`src/rtl/code_lock_pkg.sv`:
```
// Shared types and constants for the code lock and its button front end.
package code_lock_pkg;

    localparam int unsigned SYNC_STAGES = 2;

    typedef enum logic [2:0] {
        IDLE,
        COLLECT,
        OPEN,
        ERROR,
        LOCKOUT
    } state_t;

endpackage

```
`src/rtl/enter_sync.sv`:
```
// Button front end: metastability synchroniser plus rising-edge detector.
// Produces a registered one-clk pulse per press, however long it is held.
module enter_sync
    import code_lock_pkg::*;
(
    input  logic clk,
    input  logic rst,
    input  logic enter,
    output logic enter_p
);

    logic [SYNC_STAGES-1:0] sync_q;
    logic                   prev_q;

    // Synchronise the raw button, remember last level, register the rising edge
    always_ff @(posedge clk or posedge rst) begin
        if (rst) begin
            sync_q  <= '0;
            prev_q  <= 1'b0;
            enter_p <= 1'b0;
        end else begin
            sync_q  <= {sync_q[SYNC_STAGES-2:0], enter};
            prev_q  <= sync_q[SYNC_STAGES-1];
            enter_p <= sync_q[SYNC_STAGES-1] & ~prev_q;
        end
    end

endmodule

```
`src/rtl/code_lock_seq.sv`:
```
// Sequential code lock: collects CODE_LEN digits, opens on a full match,
// blinks an error on mismatch and locks out after MAX_TRIES failures.
// Optional feature macro: CODE_LOCK_PROG_EN adds the prog port and a
// reprogrammable code register, written digit by digit while OPEN.
module code_lock_seq
    import code_lock_pkg::*;
#(
    parameter int unsigned                KEY_W       = 2,
    parameter int unsigned                CODE_LEN    = 4,
    parameter logic [CODE_LEN*KEY_W-1:0]  CODE        = {2'd3, 2'd1, 2'd2, 2'd0},
    parameter int unsigned                MAX_TRIES   = 3,
    parameter int unsigned                OPEN_TICKS  = 8,
    parameter int unsigned                ERR_TICKS   = 4,
    parameter int unsigned                LOCK_TICKS  = 16,
    parameter int unsigned                BLINK_TICKS = 1
) (
    input  logic                            clk,
    input  logic                            rst,
    input  logic                            tick,
    input  logic                            enter,
    input  logic [KEY_W-1:0]                key,
`ifdef CODE_LOCK_PROG_EN
    input  logic                            prog,
`endif
    output logic                            open,
    output logic                            error,
    output logic                            locked,
    output logic                            led,
    output logic [$clog2(CODE_LEN+1)-1:0]   digit_cnt
);

    localparam int unsigned IDX_W  = (CODE_LEN > 1) ? $clog2(CODE_LEN) : 1;
    localparam int unsigned FCNT_W = $clog2(MAX_TRIES + 1);
    localparam int unsigned TMAX   = (OPEN_TICKS > ERR_TICKS)
                                   ? ((OPEN_TICKS > LOCK_TICKS) ? OPEN_TICKS : LOCK_TICKS)
                                   : ((ERR_TICKS  > LOCK_TICKS) ? ERR_TICKS  : LOCK_TICKS);
    localparam int unsigned TCNT_W = $clog2(TMAX + 1);
    localparam int unsigned BCNT_W = $clog2(BLINK_TICKS + 1);

    localparam logic [TCNT_W-1:0] OPEN_LIM  = TCNT_W'(OPEN_TICKS - 1);
    localparam logic [TCNT_W-1:0] ERR_LIM   = TCNT_W'(ERR_TICKS - 1);
    localparam logic [TCNT_W-1:0] LOCK_LIM  = TCNT_W'(LOCK_TICKS - 1);
    localparam logic [BCNT_W-1:0] BLINK_LIM = BCNT_W'(BLINK_TICKS - 1);

    typedef logic [CODE_LEN-1:0][KEY_W-1:0] code_t;

    state_t              state;
    logic                enter_p;
    logic                mismatch;
    logic [FCNT_W-1:0]   fail_cnt;
    logic [TCNT_W-1:0]   tick_cnt;
    logic [BCNT_W-1:0]   blink_cnt;
    code_t               code_q;
    logic [IDX_W-1:0]    dig_idx;
    logic                digit_miss;
    logic                last_digit;
    logic [TCNT_W-1:0]   alarm_lim;

`ifdef CODE_LOCK_PROG_EN
    code_t               code_stage;
    code_t               code_wr;
    logic [IDX_W-1:0]    prog_idx;
    logic                prog_act;
`endif

    enter_sync u_enter_sync (
        .clk     (clk),
        .rst     (rst),
        .enter   (enter),
        .enter_p (enter_p)
    );

`ifdef CODE_LOCK_PROG_EN
    // Staged code with the current key dropped into the slot being programmed
    always_comb begin
        code_wr           = code_stage;
        code_wr[prog_idx] = key;
    end
`else
    assign code_q = code_t'(CODE);
`endif

    assign dig_idx    = IDX_W'(digit_cnt);
    assign digit_miss = (key != code_q[dig_idx]);
    assign last_digit = (digit_cnt == ($clog2(CODE_LEN+1))'(CODE_LEN - 1));
    assign alarm_lim  = (state == LOCKOUT) ? LOCK_LIM : ERR_LIM;

    // Lock FSM with tick timer, blink toggle and registered outputs
    always_ff @(posedge clk or posedge rst) begin
        if (rst) begin
            state     <= IDLE;
            open      <= 1'b0;
            error     <= 1'b0;
            locked    <= 1'b0;
            led       <= 1'b0;
            digit_cnt <= '0;
            mismatch  <= 1'b0;
            fail_cnt  <= '0;
            tick_cnt  <= '0;
            blink_cnt <= '0;
`ifdef CODE_LOCK_PROG_EN
            code_q     <= code_t'(CODE);
            code_stage <= code_t'(CODE);
            prog_idx   <= '0;
            prog_act   <= 1'b0;
`endif
        end else begin
            case (state)
                IDLE, COLLECT: begin
                    if (enter_p) begin
                        if (last_digit) begin
                            digit_cnt <= '0;
                            mismatch  <= 1'b0;
                            tick_cnt  <= '0;
                            blink_cnt <= '0;
                            if (!(mismatch || digit_miss)) begin
                                state    <= OPEN;
                                open     <= 1'b1;
                                fail_cnt <= '0;
                            end else begin
                                fail_cnt <= fail_cnt + FCNT_W'(1);
                                error    <= 1'b1;
                                led      <= 1'b1;
                                if (fail_cnt == FCNT_W'(MAX_TRIES - 1)) begin
                                    state  <= LOCKOUT;
                                    locked <= 1'b1;
                                end else begin
                                    state  <= ERROR;
                                end
                            end
                        end else begin
                            state     <= COLLECT;
                            digit_cnt <= digit_cnt + ($clog2(CODE_LEN+1))'(1);
                            mismatch  <= mismatch | digit_miss;
                        end
                    end
                end

                OPEN: begin
`ifdef CODE_LOCK_PROG_EN
                    if (prog_act && !prog) begin
                        // Programming abandoned: drop staged digits, keep old code
                        state    <= IDLE;
                        open     <= 1'b0;
                        tick_cnt <= '0;
                        prog_act <= 1'b0;
                        prog_idx <= '0;
                    end else if (prog) begin
                        prog_act <= 1'b1;
                        if (enter_p) begin
                            code_stage <= code_wr;
                            if (prog_idx == IDX_W'(CODE_LEN - 1)) begin
                                code_q   <= code_wr;
                                state    <= IDLE;
                                open     <= 1'b0;
                                tick_cnt <= '0;
                                prog_act <= 1'b0;
                                prog_idx <= '0;
                            end else begin
                                prog_idx <= prog_idx + IDX_W'(1);
                            end
                        end
                    end else
`endif
                    if (tick) begin
                        if (tick_cnt == OPEN_LIM) begin
                            state    <= IDLE;
                            open     <= 1'b0;
                            tick_cnt <= '0;
                        end else begin
                            tick_cnt <= tick_cnt + TCNT_W'(1);
                        end
                    end
                end

                ERROR, LOCKOUT: begin
                    if (tick) begin
                        if (tick_cnt == alarm_lim) begin
                            if (state == LOCKOUT) begin
                                fail_cnt <= '0;
                            end
                            state     <= IDLE;
                            error     <= 1'b0;
                            locked    <= 1'b0;
                            led       <= 1'b0;
                            tick_cnt  <= '0;
                            blink_cnt <= '0;
                        end else begin
                            tick_cnt <= tick_cnt + TCNT_W'(1);
                            if (blink_cnt == BLINK_LIM) begin
                                blink_cnt <= '0;
                                led       <= ~led;
                            end else begin
                                blink_cnt <= blink_cnt + BCNT_W'(1);
                            end
                        end
                    end
                end

                default: begin
                    state <= IDLE;
                end
            endcase
        end
    end

endmodule

```
`config.mk`:
```
export PLATFORM = sky130hd
export DESIGN_NAME = code_lock_seq
export DESIGN_NICKNAME = d
export VERILOG_FILES = /design/src/rtl/code_lock_pkg.sv /design/src/rtl/enter_sync.sv /design/src/rtl/code_lock_seq.sv
export SDC_FILE = /design/constraint.sdc
export NUM_CORES = 1
export LEC_CHECK = 0
export ABC_AREA = 1
export BUFFER_PORTS_ARGS = -buffer_cell sky130_fd_sc_hd__buf_2
export CORE_ASPECT_RATIO = 0.6
export CORE_UTILIZATION = 25
export DETAILED_ROUTE_END_ITERATION = 10
export SLEW_MARGIN = 20
export SYNTH_ARGS = -nofsm -noshare
export SYNTH_HDL_FRONTEND = slang
export SYNTH_SLANG_ARGS = --single-unit
export TNS_END_PERCENT = 1
```
`constraint.sdc`:
```
create_clock -name clk -period 1.6 [get_ports clk]
set_input_delay 0.16 -clock clk [delete_from_list [all_inputs] [get_ports clk]]
set_output_delay 0.16 -clock clk [all_outputs]
set_load 0.05 [all_outputs]
```
==> impl_metrics.toml <==
[status]
outcome = "complete, no violations"

[routing]
detail_route.wirelength_mm = 2.964
routed_via_density = 4.288
antenna_left = 0
wire_per_inst_um = 10.66
first_pass_iters = 4
detail_route.iter0.violations = 58
vias = 1192
detail_route.drc_violations = 0

[grt]
grt_overflow = 0
largest_net_degree_at_the_start_of_global_routing = 23
track_usage_pct = 11.25
global_route_wire_length_before_repair_mm = 5.064
first_global_vias = 1104
initial_antenna_violation_count = 0

[power]
power.ir.vdd_worst_uv = 632.4
totalPowerFinal_mw = 2.633
powerDensity_nw_per_um2 = 1557
cellLeakagePower_nw = 0.9168

[place]
detailedPlace.worstSlack_ns = -0.04038
post_dp_cell_area_um2 = 1551
dpl.cell_count = 270
port_buffers = 12
routabilityCongestion = 0.7954
place.detailed.hpwl_mm = 2.270

[finish]
layout-drive-gt1-share_pct = 24.53
fill_cells = 539
postLayoutCellArea_um2 = 1692
post_layout_nonfiller_instances = 278
multi_input_comb_area_um2 = 738.2
register_area_um2 = 554.3
finish.net_count = 222
num_antenna_cells = 0
utilization_pct = 32.66
area_growth_syn_to_layout_pct = 22.91

[timing]
setup_repair_after_global_routing_missed_its_margin = "no"
hold_ws_ns = 0.3589
clock_skew_after_layout_ns = 0.008265
period_minus_slack_ns = 1.497
slew_violations = 0
share_of_the_clock_period_used_by_the_worst_path_after_layout_pct = 93.55
worst_slack_ns = 0.1033
setup_viol = 0
finalHoldViolations = 0
slew_headroom_pct = 79.35
timing_worst_slew_pin_value_ns = 0.3064
fmax_ghz = 0.6681
finalSetupTns_ns = 0

[worst_setup_path]
crit_path_cell_trace = "ha_4, inv_1, nor2_4, buf_4, nand3_4, nand2_4, inv_2, nor2_4, nand3_1, nand2_1"
cp_num_buf_inv = 3
critical-path-max-stage-delay_ns = 0.42
critPathMostFrequentCell = "nor2_4"
cp_top_family = "simple AND/OR/NAND/NOR gates"
worstPathMaxFanout = 6
timing.critical_path.from_type = "flip-flop"
path_class = "reg2reg"
critPathArrivalTime_ns = 1.71
worst_path_max_delay_cell = "dfrtp_1"
worst_ep_required_time_ns = 1.81
timing.critical_path.to_type = "flip-flop"

[synth]
synth.yosys.warnings = 0
synth-seq-cells = 22
synthesis.area_per_instance_um2 = 7.360
syn-num-nets = 196
synth-seq-area-share_pct = 40.00
synthesis.instances = 187
mappedNetlistArea_um2 = 1376
distinct_cell_type_count_of_the_synthesized_netlist = 24

[min_path]
worstHoldPathType = "reg2reg"

[clock_network]
clk_pin_slew_ns = 0.09
clock_tree.root_cell = "clkbuf_8"
cts_made_buffers = 3
insertion_delay_ns = 0.27
cts_tree = "built"
cts.path.max_buffers = 2
clock_tree.htree_level_count = 1
clkSinkCount = 22

[floorplan]
coreArea_um2 = 5180
floorplan.die.height_um = 59.48
width_of_the_die_um = 97.79
io_pins = 13
floorplan.initialDensity_pct = 26.57
floorplan.die_area_um2 = 5816
row_count = 20

[flow_run]
drv_cap = 0
## Yosys cell counts (all sizes together)
cell,count,area share (%)
nand3,21,8.9
nor3,2,0.73
ha,3,2.7
a21oi,3,1.1
inv,26,7.1
nor2,21,7.9
or2,1,0.45
nand2,69,21
o21ai,8,2.9
buf,2,1.6
nand3b,1,0.55
dfrtp,22,40
nand4,4,2.3
xor2,3,1.9
a21boi,1,0.82
## what timing repair did
| action | CTS | global route |
|---|---|---|
| gates resized for setup | 2 | 6 |
| buffers inserted | 1 | 1 |
| setup endpoints to repair | 4 | 7 |
| pin swaps | 0 | 2 |
| hold buffers | 2 | 0 |
| hold endpoints to repair | 23 | 0 |
## state kept, by name, summed over array words and instances, names as in the netlist
| signal | flops |
|---|---|
| tick_cnt | 5 |
| error | 1 |
| u_enter_sync.enter_p | 1 |
| fail_cnt | 2 |
| mismatch | 1 |
| u_enter_sync.prev_q | 1 |
| state | 3 |
| open | 1 |
| digit_cnt | 3 |
| u_enter_sync.sync_q | 2 |
| led | 1 |
| locked | 1 |
## worst register-to-register path, delay by kind of cell, from the launching register on
kind | cells | cell delay [ns]
buf+inv | 3 | 0.25
fa+ha+maj | 1 | 0.17
simple gates | 6 | 0.60
flops | 1 | 0.42
## logic make-up after synthesis
kind of cell / synth area share (%)
flip-flops: 40.00
AO/OA/AOI/OAI: 4.817
AND/OR/NAND/NOR: 41.82
adder cells (fa/ha/maj): 2.728
buffers and inverters: 8.727
XOR/XNOR: 1.909
## final timing paths
path                                     endpoint  slack (ns)  depth (start not counted)                   start
min in group asynchronous             fail_cnt[1]        0.45                          4                     rst
min reg2reg                u_enter_sync.sync_q[1]        0.36                          0  u_enter_sync.sync_q[0]
max reg2reg                              state[0]        0.10                         10             tick_cnt[1]
max                                      state[0]        0.10                         10             tick_cnt[1]
min                        u_enter_sync.sync_q[1]        0.36                          0  u_enter_sync.sync_q[0]
max in group asynchronous                state[1]        0.90                          4                     rst
## final cells by class
| cell class | count | area share, % |
|---|---|---|
| Tap cell | 66 | 4.882 |
| Clock inverter | 1 | 1.775 |
| Multi-Input combinational cell | 137 | 43.64 |
| Inverter | 26 | 5.769 |
| Sequential cell | 22 | 32.77 |
| Timing Repair Buffer | 23 | 8.728 |
| Clock buffer | 3 | 2.441 |
## report_power, final
part	internal, mW	switching (mW)
clock	0.335	0.193
sequential	0.705	0.160
combinational	0.414	0.826
total	1.45	1.18
## metal layers
layer	track usage [%]	share of wire [%]	vias to the layer above
met5	0	0	-
met4	2.597	0.67	0
met3	3.184	2.8	3
met2	16.62	38	15
met1	16.23	59	541
li1	-	-	633
## cells in the final DEF, fill, tap and decap left out, types with 4 or more instances in the layout
master,instances
buf_2,12
buf_4,9
dfrtp_1,19
inv_1,23
nand2_1,62
nand2_2,4
nand3_1,17
nor2_1,14
nor2_4,4
o21ai_0,7
(Power assumes the default switching activity.)
